<file path="config.mk">
export PLATFORM = sky130hd
export DESIGN_NAME = capture_tally
export DESIGN_NICKNAME = d
export VERILOG_FILES = /design/src/rtl/go_pkg.sv /design/src/rtl/capture_tally_ko_detect.sv /design/src/rtl/capture_tally.sv
export SDC_FILE = /design/constraint.sdc
export NUM_CORES = 1
export LEC_CHECK = 0
export BUFFER_PORTS_ARGS = -buffer_cell sky130_fd_sc_hd__buf_2
export CORE_MARGIN = 1
export CORE_UTILIZATION = 45
export DETAILED_ROUTE_END_ITERATION = 10
export PLACE_DENSITY = 0.64
export SKIP_LAST_GASP = 1
export SLEW_MARGIN = 0
export SYNTH_ARGS = -nofsm -noshare
export SYNTH_HDL_FRONTEND = slang
export SYNTH_HIERARCHICAL = 1
export SYNTH_SLANG_ARGS = --single-unit
</file>
<file path="constraint.sdc">
create_clock -name clk_in -period 14.1 [get_ports clk_in]
set_clock_uncertainty 0.15 [all_clocks]
set_input_delay 1.41 -clock clk_in [delete_from_list [all_inputs] [get_ports clk_in]]
set_output_delay 1.41 -clock clk_in [all_outputs]
set_load 0.02 [all_outputs]
</file>
<file path="src/rtl/go_pkg.sv">
// Shared Go board types: cell encoding, board shape, coordinate layout.
// The board updater and the capture/prisoner logic both build on these.
package go_pkg;
  typedef logic [1:0] cell_t;

  localparam cell_t EMPTY = 2'b00;
  localparam cell_t BLACK = 2'b01;
  localparam cell_t WHITE = 2'b10;
  localparam int    BOARD_N = 9;

  typedef cell_t [BOARD_N-1:0][BOARD_N-1:0] board_t;

  // Same bit layout as move_in / ko_point: {row[7:4], col[3:0]}.
  typedef struct packed {
    logic [3:0] row;
    logic [3:0] col;
  } coord_t;

  typedef enum logic [1:0] {S_IDLE, S_LATCH, S_SCAN, S_FINISH} state_t;
endpackage

</file>
<file path="src/rtl/capture_tally_ko_detect.sv">
// Combinational simple-ko neighbour check on the latched post-move board.
// Hit when every on-board neighbour of the move is opponent colour except the ko candidate.
module ko_detect import go_pkg::*; #(
  parameter int N = 9
) (
  input  logic [N-1:0][N-1:0][1:0] i_board,
  input  logic [7:0]               i_move,
  input  logic [7:0]               i_cand,
  input  logic [1:0]               i_opp,
  output logic                     o_hit
);
  coord_t     w_mv, w_cd;
  logic       w_in;
  logic [3:0] w_nr [4];
  logic [3:0] w_nc [4];
  logic       w_onb [4];
  logic       w_ok, w_any, w_is_cd;

  assign w_mv = coord_t'(i_move);
  assign w_cd = coord_t'(i_cand);
  assign w_in = (w_mv.row < 4'(N)) && (w_mv.col < 4'(N));

  always_comb begin
    w_nr[0] = w_mv.row - 4'd1; w_nc[0] = w_mv.col;
    w_nr[1] = w_mv.row + 4'd1; w_nc[1] = w_mv.col;
    w_nr[2] = w_mv.row;        w_nc[2] = w_mv.col - 4'd1;
    w_nr[3] = w_mv.row;        w_nc[3] = w_mv.col + 4'd1;
    w_onb[0] = w_in && (w_mv.row != 4'd0);
    w_onb[1] = w_in && (w_mv.row <  4'(N-1));
    w_onb[2] = w_in && (w_mv.col != 4'd0);
    w_onb[3] = w_in && (w_mv.col <  4'(N-1));
    w_ok    = 1'b1;
    w_any   = 1'b0;
    w_is_cd = 1'b0;
    for (int d = 0; d < 4; d++) begin
      if (w_onb[d]) begin
        w_is_cd = (w_nr[d] == w_cd.row) && (w_nc[d] == w_cd.col);
        w_ok    = w_ok && (w_is_cd || (i_board[w_nr[d]][w_nc[d]] == i_opp));
        w_any   = w_any || w_is_cd;
      end
    end
    o_hit = w_in && w_ok && w_any;
  end
endmodule

</file>
<file path="src/rtl/capture_tally.sv">
// Post-move capture counter: scans old vs pruned board one cell per clock,
// accumulates saturating prisoner totals per colour and flags simple ko.
module capture_tally import go_pkg::*; #(
  parameter int BOARD_N = 9,
  parameter int TOTAL_W = 8
) (
  input  logic                                  clk_in,
  input  logic                                  rst_in,
  input  logic                                  start_flag,
  input  logic [BOARD_N-1:0][BOARD_N-1:0][1:0]  prev_board,
  input  logic [BOARD_N-1:0][BOARD_N-1:0][1:0]  next_board,
  input  logic                                  turn,
  input  logic [7:0]                            move_in,
  input  logic                                  clear_totals,
  output logic                                  busy,
  output logic                                  done,
  output logic [6:0]                            captured_last,
  output logic [6:0]                            suicide_last,
  output logic [TOTAL_W-1:0]                    black_prisoners,
  output logic [TOTAL_W-1:0]                    white_prisoners,
  output logic                                  ko_valid,
  output logic [7:0]                            ko_point
);
  localparam logic [31:0] SAT_MAX = (32'd1 << TOTAL_W) - 32'd1;

  state_t r_state, w_next;
  logic [BOARD_N-1:0][BOARD_N-1:0][1:0] r_prev, r_next;
  logic       r_turn, r_clr_pend;
  logic [7:0] r_move, r_cand;
  logic [3:0] r_row, r_col;
  logic [6:0] r_cap, r_sui;

  cell_t       w_mov, w_opp, w_pc, w_nc;
  logic        w_last, w_ko_hit;
  logic [6:0]  w_badd, w_wadd;
  logic [31:0] w_bsum, w_wsum;

  assign w_mov  = {r_turn, ~r_turn};
  assign w_opp  = {~r_turn, r_turn};
  assign w_pc   = r_prev[r_row][r_col];
  assign w_nc   = r_next[r_row][r_col];
  assign w_last = (r_row == 4'(BOARD_N-1)) && (r_col == 4'(BOARD_N-1));
  // Captures credit the mover, suicides credit the opponent.
  assign w_badd = r_turn ? r_sui : r_cap;
  assign w_wadd = r_turn ? r_cap : r_sui;
  assign w_bsum = 32'(black_prisoners) + 32'(w_badd);
  assign w_wsum = 32'(white_prisoners) + 32'(w_wadd);

  ko_detect #(.N(BOARD_N)) u_ko (
    .i_board (r_next),
    .i_move  (r_move),
    .i_cand  (r_cand),
    .i_opp   (w_opp),
    .o_hit   (w_ko_hit)
  );

  always_ff @(posedge clk_in or negedge rst_in) begin
    if (!rst_in) r_state <= S_IDLE;
    else         r_state <= w_next;
  end

  always_comb begin
    w_next = r_state;
    case (r_state)
      S_IDLE:   if (start_flag) w_next = S_LATCH;
      S_LATCH:  w_next = S_SCAN;
      S_SCAN:   if (w_last) w_next = S_FINISH;
      S_FINISH: w_next = S_IDLE;
      default:  w_next = S_IDLE;
    endcase
  end

  always_comb begin
    busy = (r_state != S_IDLE);
  end

  always_ff @(posedge clk_in or negedge rst_in) begin
    if (!rst_in) begin
      r_prev <= '0; r_next <= '0; r_turn <= 1'b0; r_move <= '0;
      r_row <= '0; r_col <= '0; r_cap <= '0; r_sui <= '0; r_cand <= '0;
      r_clr_pend <= 1'b0;
      done <= 1'b0; captured_last <= '0; suicide_last <= '0;
      black_prisoners <= '0; white_prisoners <= '0;
      ko_valid <= 1'b0; ko_point <= '0;
    end else begin
      done <= 1'b0;
      case (r_state)
        S_IDLE: begin
          if (clear_totals) begin
            black_prisoners <= '0;
            white_prisoners <= '0;
          end
        end
        S_LATCH: begin
          r_prev <= prev_board; r_next <= next_board;
          r_turn <= turn;       r_move <= move_in;
          r_row <= '0; r_col <= '0; r_cap <= '0; r_sui <= '0; r_cand <= '0;
          if (clear_totals) r_clr_pend <= 1'b1;
        end
        S_SCAN: begin
          if (clear_totals) r_clr_pend <= 1'b1;
          if (w_nc == EMPTY) begin
            if (w_pc == w_opp) begin
              r_cap <= r_cap + 7'd1;
              if (r_cap == 7'd0) r_cand <= {r_row, r_col};
            end else if (w_pc == w_mov) begin
              r_sui <= r_sui + 7'd1;
            end
          end
          if (r_col == 4'(BOARD_N-1)) begin
            r_col <= '0;
            r_row <= r_row + 4'd1;
          end else begin
            r_col <= r_col + 4'd1;
          end
        end
        S_FINISH: begin
          captured_last <= r_cap;
          suicide_last  <= r_sui;
          // A clear requested mid-move wins over this move's additions.
          if (r_clr_pend || clear_totals) begin
            black_prisoners <= '0;
            white_prisoners <= '0;
          end else begin
            black_prisoners <= (w_bsum > SAT_MAX) ? SAT_MAX[TOTAL_W-1:0] : w_bsum[TOTAL_W-1:0];
            white_prisoners <= (w_wsum > SAT_MAX) ? SAT_MAX[TOTAL_W-1:0] : w_wsum[TOTAL_W-1:0];
          end
          r_clr_pend <= 1'b0;
          ko_valid   <= w_ko_hit && (r_cap == 7'd1) && (r_sui == 7'd0);
          ko_point   <= (w_ko_hit && (r_cap == 7'd1) && (r_sui == 7'd0)) ? r_cand : 8'h00;
          done       <= 1'b1;
        end
        default: ;
      endcase
    end
  end
endmodule

</file>
---- Word-level counts from Yosys, hierarchy flattened ----
Cells that the tools add are included.
operators by class
  $add $sub $neg .......................... 10
  $lt $le $gt $ge ......................... 14
  eq/ne operators ......................... 28
  mux-type cells .......................... 61
  bitwise operators ....................... 1
  reduce and logical (&&, ||, !) cells .... 43
operators by type and width
  kind                                                        number
  binary-select mux 18 bit (select 4 bit)                     5
  two-way mux 18 bit                                          5
  two-way mux 8 bit                                           9
  two-way mux 7 bit                                           7
  binary-select mux 2 bit (select 4 bit)                      6
  case mux 8 bit (2 select lines)                             3
  less-than comparator 4 x 5 -> 1 bit, second input constant  8
  case mux 7 bit (2 select lines)                             2
  equality test 4 bit                                         6
  adder 8 x 7 -> 9 bit                                        2
  > comparator 9 x 8 -> 1 bit, second input constant          2
  != test 2 bit, second input constant                        9
  logical AND 1 bit                                           17
  adder 4 x 1 -> 4 bit, second input constant                 4
  less-than comparator 4 bit, second input constant           4
  two-way mux 2 bit                                           8
  case mux 4 bit (2 select lines)                             2
  adder 7 x 1 -> 7 bit, second input constant                 2
  zero test 7 bit                                             2
  equality test 2 bit                                         6
  two-way mux 1 bit                                           10
  equality test 4 bit, second input constant                  2
  logical OR 1 bit                                            8
  two-way mux 4 bit                                           2
  15 further kinds                                            26
word-level totals
  register bits after elaboration ......... 406
  bits of input ports ..................... 337
  word-level logic and storage cells ...... 335

---- Longest topological paths before layout ----
  depth in word-level cells ............... 19
  depth in mapped cells ................... 23

---- Hierarchy ----
The synthesis kept the hierarchy.
modules (own cells, without submodules)
  module         instances  cells each  area an instance (um2)  sequential area each (um2)
  capture_tally  1          1441        18754.2                 10159.7
  ko_detect      1          630         5101.1                  0.0

---- Worst setup path before layout ----
OpenSTA, ideal clock, no wires.
  path kind ............................... register -> register
  start ................................... register r_move[5]
  end ..................................... register ko_point[0]
  library setup time ...................... 0.069 ns
  data arrival time ....................... 5.080 ns
  path slack .............................. 8.801 ns
  stages on the path, launching flop included .. 22
  period minus slack after synthesis ...... 5.299 ns
  cells stage by stage .................... dfrtp_1 -> buf_2 -> buf_2 -> buf_2 -> buf_1 -> inv_1 -> ha_1 -> buf_2 -> mux4_2 -> mux2_2 -> a221oi_1 -> a311oi_1 -> a211oi_1 -> a211o_1 -> nor3b_1 -> or4b_1 -> nor4_2 -> nand2_1 -> nor3_1 -> nand4_1 -> nor3_1 -> a22o_1
on the way
  cells in the longest elaborated chain, start to end .. 19
  elaborated cells between the ends (all ways) .. 58
ends and longest elaborated chain
  element                                   RTL line                       source
  from (decl)                               capture_tally.sv:29            logic [7:0] r_move, r_cand;
  from (signal assigned)                    capture_tally.sv:96            r_turn <= turn; r_move <= move_in;
  subtractor 4 x 1 -> 4 bit                 capture_tally_ko_detect.sv:24  w_nr[0] = w_mv.row - 4'd1; w_nc[0] = w_mv.col;
  binary-select mux 18 bit (select 4 bit)   capture_tally_ko_detect.sv:38  w_ok = w_ok && (w_is_cd || (i_board[w_nr[d]][w_nc[d]] == i_opp));
  two-way mux 18 bit (implied by the code)  capture_tally_ko_detect.sv:38
  binary-select mux 2 bit (select 4 bit)    capture_tally_ko_detect.sv:38
  two-way mux 2 bit (implied by the code)   capture_tally_ko_detect.sv:38
  equality test 2 bit                       capture_tally_ko_detect.sv:38
  logical OR 1 bit                          capture_tally_ko_detect.sv:38
  two-way mux 1 bit                         capture_tally_ko_detect.sv:36  if (w_onb[d]) begin
  [... 3 more ...]                          --
  two-way mux 1 bit                         capture_tally_ko_detect.sv:36
  logical AND 1 bit                         capture_tally_ko_detect.sv:38
  two-way mux 1 bit                         capture_tally_ko_detect.sv:36
  logical AND 1 bit                         capture_tally_ko_detect.sv:42  o_hit = w_in && w_ok && w_any;
  logical AND 1 bit (*)                     capture_tally_ko_detect.sv:42
  net w_ko_hit                              capture_tally.sv:34            logic w_last, w_ko_hit;
  logical AND 1 bit (*) (2 in a row)        capture_tally.sv:130           ko_point <= (w_ko_hit && (r_cap == 7'd1) && (r_sui == 7'd0)) ? r_cand : 8'h00;
  two-way mux 8 bit (*)                     capture_tally.sv:130
  to (signal assigned)                      capture_tally.sv:130
  to (decl)                                 capture_tally.sv:22            output logic [7:0] ko_point
The timed path passes the listed nets; every way through them passes the cells marked *. The select of a mux whose other input is x is not followed.
A chain may end at the register's enable or synchronous reset.

---- Worst setup path in the final report ----
  start ................................... register r_move[4]
  end ..................................... register ko_point[5]
The elaborated chain is that of the path after synthesis.

==> impl_metrics.tcl <==
set metrics [dict create \
    outcome "finished clean" \
    critPathTopFamily "simple AND/OR/NAND/NOR gates" \
    grt_start_max_net_pins 179 \
    synth_seq_cells 406 \
    crit_end "ko_point[5]" \
    r2r_setup_slack_ps 6940 \
    clock_path_buffers 3 \
    ios 378 \
    route.detailed.wl_per_inst_microns 26.6 \
    cts_tree "done" \
    power_density_mw_per_mm2 89.2 \
    hold_viol_final 0 \
    clock.fmax_mhz 140 \
    cts.sinks 406 \
    synth_edf_count 0 \
    clk_latency_ps 590 \
    crit_buf_inv 5 \
    drive_gt1_frac 0.400 \
    slew_viol_final 0 \
    crit_start "r_move[4]" \
    die-area_sq_mm 0.0539 \
    synthesis.area_sq_mm 0.0239 \
    grt_pass1_vias 19303 \
    worstPathRequired_ps 14450 \
    grt_pass1_wl_microns 124000 \
    synth_cell_types 91 \
    holdBufCountCts 0 \
    hold_slack_ps 353 \
    grt_overflow_total 0 \
    synthArstFlopShare 1.00 \
    n_fill_cell 4651 \
    drcViolationCount 0 \
    htree_num_levels 2 \
    syn_avg_cell_area_sq_um 11.5 \
    final-setup-viol-count 0 \
    ir_worst_vdd_uv 87.2 \
    layout_min_cycle_time_ps 7160 \
    cts_resized 0 \
    die_x_microns 232 \
    cp_max_fo 49 \
    cts_root_buf "clkbuf_16" \
    cts_setup_buffers 0 \
    ys_warn_count 6 \
    ys_seq_area_frac 0.426 \
    final_nets 2747 \
    path_depth 19 \
    drtIter0Drc 1966 \
    r2r_cells 19 \
    wirelength_microns 82800 \
    finalCritPeriodShare 0.508 \
    vias 19546 \
    synthCells 2071 \
    numCtsBuffers 44 \
    crit_top_cell "buf_4" \
    hp-class "flip-flop to flip-flop" \
    critical-path-slowest-cell "nor3_1" \
    startpoint_type "flip-flop" \
    io_buffers 377 \
    coreArea_sq_mm 0.0524 \
    crit_chain "buf_4 -> clkinv_1 -> buf_4 -> ha_1 -> buf_4 -> inv_1 -> nor2_1 -> a22oi_1 -> a32oi_1 -> o22ai_1 -> o2111ai_1 -> nor3b_1 -> or4b_1 -> nor4_2 -> nand2_1 -> nor3_1 -> nand4_1 -> nor3_1 -> a22o_1" \
    synth_flop_cell "dfrtp_1" \
    synth_nets 2441 \
    std_cell_rows 84 \
    initial_utilization 0.455 \
    setup_tns_ps 0 \
    reg2reg_to "ko_point[5]" \
    clkTransAtPathRegs_ps 60 \
    total_leakage_power_nw 13.2 \
    r2r_start "r_move[4]" \
    cpPeakStageDelay_ps 740 \
    rsz0062_at_grt "no" \
    worstMarginPinSlew_ps 1440 \
    ant_nets 0 \
    multi_input_area_sq_mm 0.0129 \
    fin_total_pwr_w 0.00248 \
    syn2layout_area_growth_pct 16.7 \
    vias_per_cell 6.28 \
    grtUsageTotal 0.306 \
    hpwlAfterDp_microns 60500 \
    cap_violations 0 \
    slew_headroom 0.0379 \
    arrival_ps 7510 \
    drtPass1Iterations 5 \
    end_kind "flip-flop" \
    regArea_sq_mm 0.0102 \
    critPathKind "flip-flop to flip-flop" \
    fp.dieH_microns 232 \
    routabilityCongestion 0.981 \
    antenna_found_initial 22 \
]
cells in the mapped netlist (22+ instances only):
| cell type | number | share of area |
|---|---|---|
| mux2i_1 | 106 | 0.044 |
| dfrtp_1 | 406 | 0.43 |
| ha_1 | 31 | 0.016 |
| o21ai_0 | 50 | 0.010 |
| mux4_2 | 91 | 0.086 |
| mux2_2 | 362 | 0.17 |
| inv_1 | 34 | 0.0053 |
| a21oi_1 | 74 | 0.016 |
| nor3_1 | 53 | 0.011 |
| nor2_1 | 73 | 0.011 |
| nand3_1 | 67 | 0.014 |
| nand2_1 | 182 | 0.029 |
| clkbuf_1 | 84 | 0.013 |
| o22ai_1 | 25 | 0.0066 |
| buf_2 | 38 | 0.0080 |
| xnor2_1 | 22 | 0.0081 |
state kept, by name, summed over array words and instances, names as in the netlist, 2 cells and up:
signal,cells
r_cap,7
r_move,8
r_col,4
r_row,4
r_next,162
suicide_last,7
r_sui,7
white_prisoners,8
r_cand,8
captured_last,7
r_state,2
ko_point,8
r_prev,162
black_prisoners,8
cells by family after synthesis:
family,share of synthesized area
muxes,0.301
xor gates and xnor gates,0.0177
DFF,0.426
and+or+nand+nor,0.101
AOI/OAI and AO/OA,0.100
buffers and inverters,0.0364
adders and majority gates,0.0179
power breakdown:
group | total (W) | internal [W] | switching (W)
registers | 0.00117 | 0.00117 | 0
clock network | 0.00124 | 0.000757 | 0.000488
logic | 0.0000730 | 0.0000342 | 0.0000389
layout make-up:
class	count	area share
timing repair buffer	411	0.0777
inverter	40	0.00539
clock inverter	19	0.0112
antenna	16	0.00144
multi-input combinational	1474	0.463
clock buffer	60	0.0453
sequential	406	0.365
tap	688	0.0309
cells in the final DEF, fill, tap and decap left out, drive strengths merged, types with 9 or more instances in the layout:
cell      n
clkinv   14
a31oi    16
o211ai   12
a22oi    16
nor4     13
a211oi   13
inv      36
nor2     73
a22o     15
dfrtp   406
mux2i   106
nand2   182
o22ai    25
diode    16
nand3    67
nand4    18
nor3     57
o31ai    13
and3     10
mux2    362
nor2b     9
buf     411
a211o    15
clkbuf   60
xor2     20
a21oi    74
xnor2    23
ha       31
o21ai    54
mux4     91
or3      10
worst min path at each step:
| stage | start | cells after the start | slack [ps] | endpoint |
|---|---|---|---|---|
| global route | r_prev[51] | 1 | 370 | r_prev[51] |
| global placement | ko_valid | 1 | 320 | ko_valid |
| finish | r_prev[23] | 1 | 350 | r_prev[23] |
| detailed placement | ko_valid | 1 | 330 | ko_valid |
| floorplan | r_prev[161] | 1 | 320 | r_prev[161] |
| CTS | ko_valid | 1 | 350 | ko_valid |
routing by layer:
layer	vias up	track usage	part of all wire
li1	8426	-	-
met4	12	0.123	0.039
met2	965	0.456	0.45
met5	-	0	0.00087
met3	199	0.0720	0.087
met1	9944	0.429	0.42
worst reg2reg max path, delay by kind of cell (launching register included):
kind / cells / cell delay (ps)
buffers and inverters: 5 / 2080
and+or+nand+nor: 8 / 2790
AOI/OAI and AO/OA: 5 / 1350
DFF: 1 / 340
adders and majority gates: 1 / 360
per-stage QoR:
step            util  cell area [sq um]  setup slack [ps]  instances
2_1_floorplan      -              23900              8800       2071
3_3_place_gp   0.500              26200              7170       3019
3_5_place_dp   0.500              26200              7000       3019
4_1_cts        0.530              27800              6970       3098
5_1_grt        0.531              27800              6460       3112
6_report       0.531              27800              6940       3114
No activity file was read; power rests on OpenSTA's default activity.
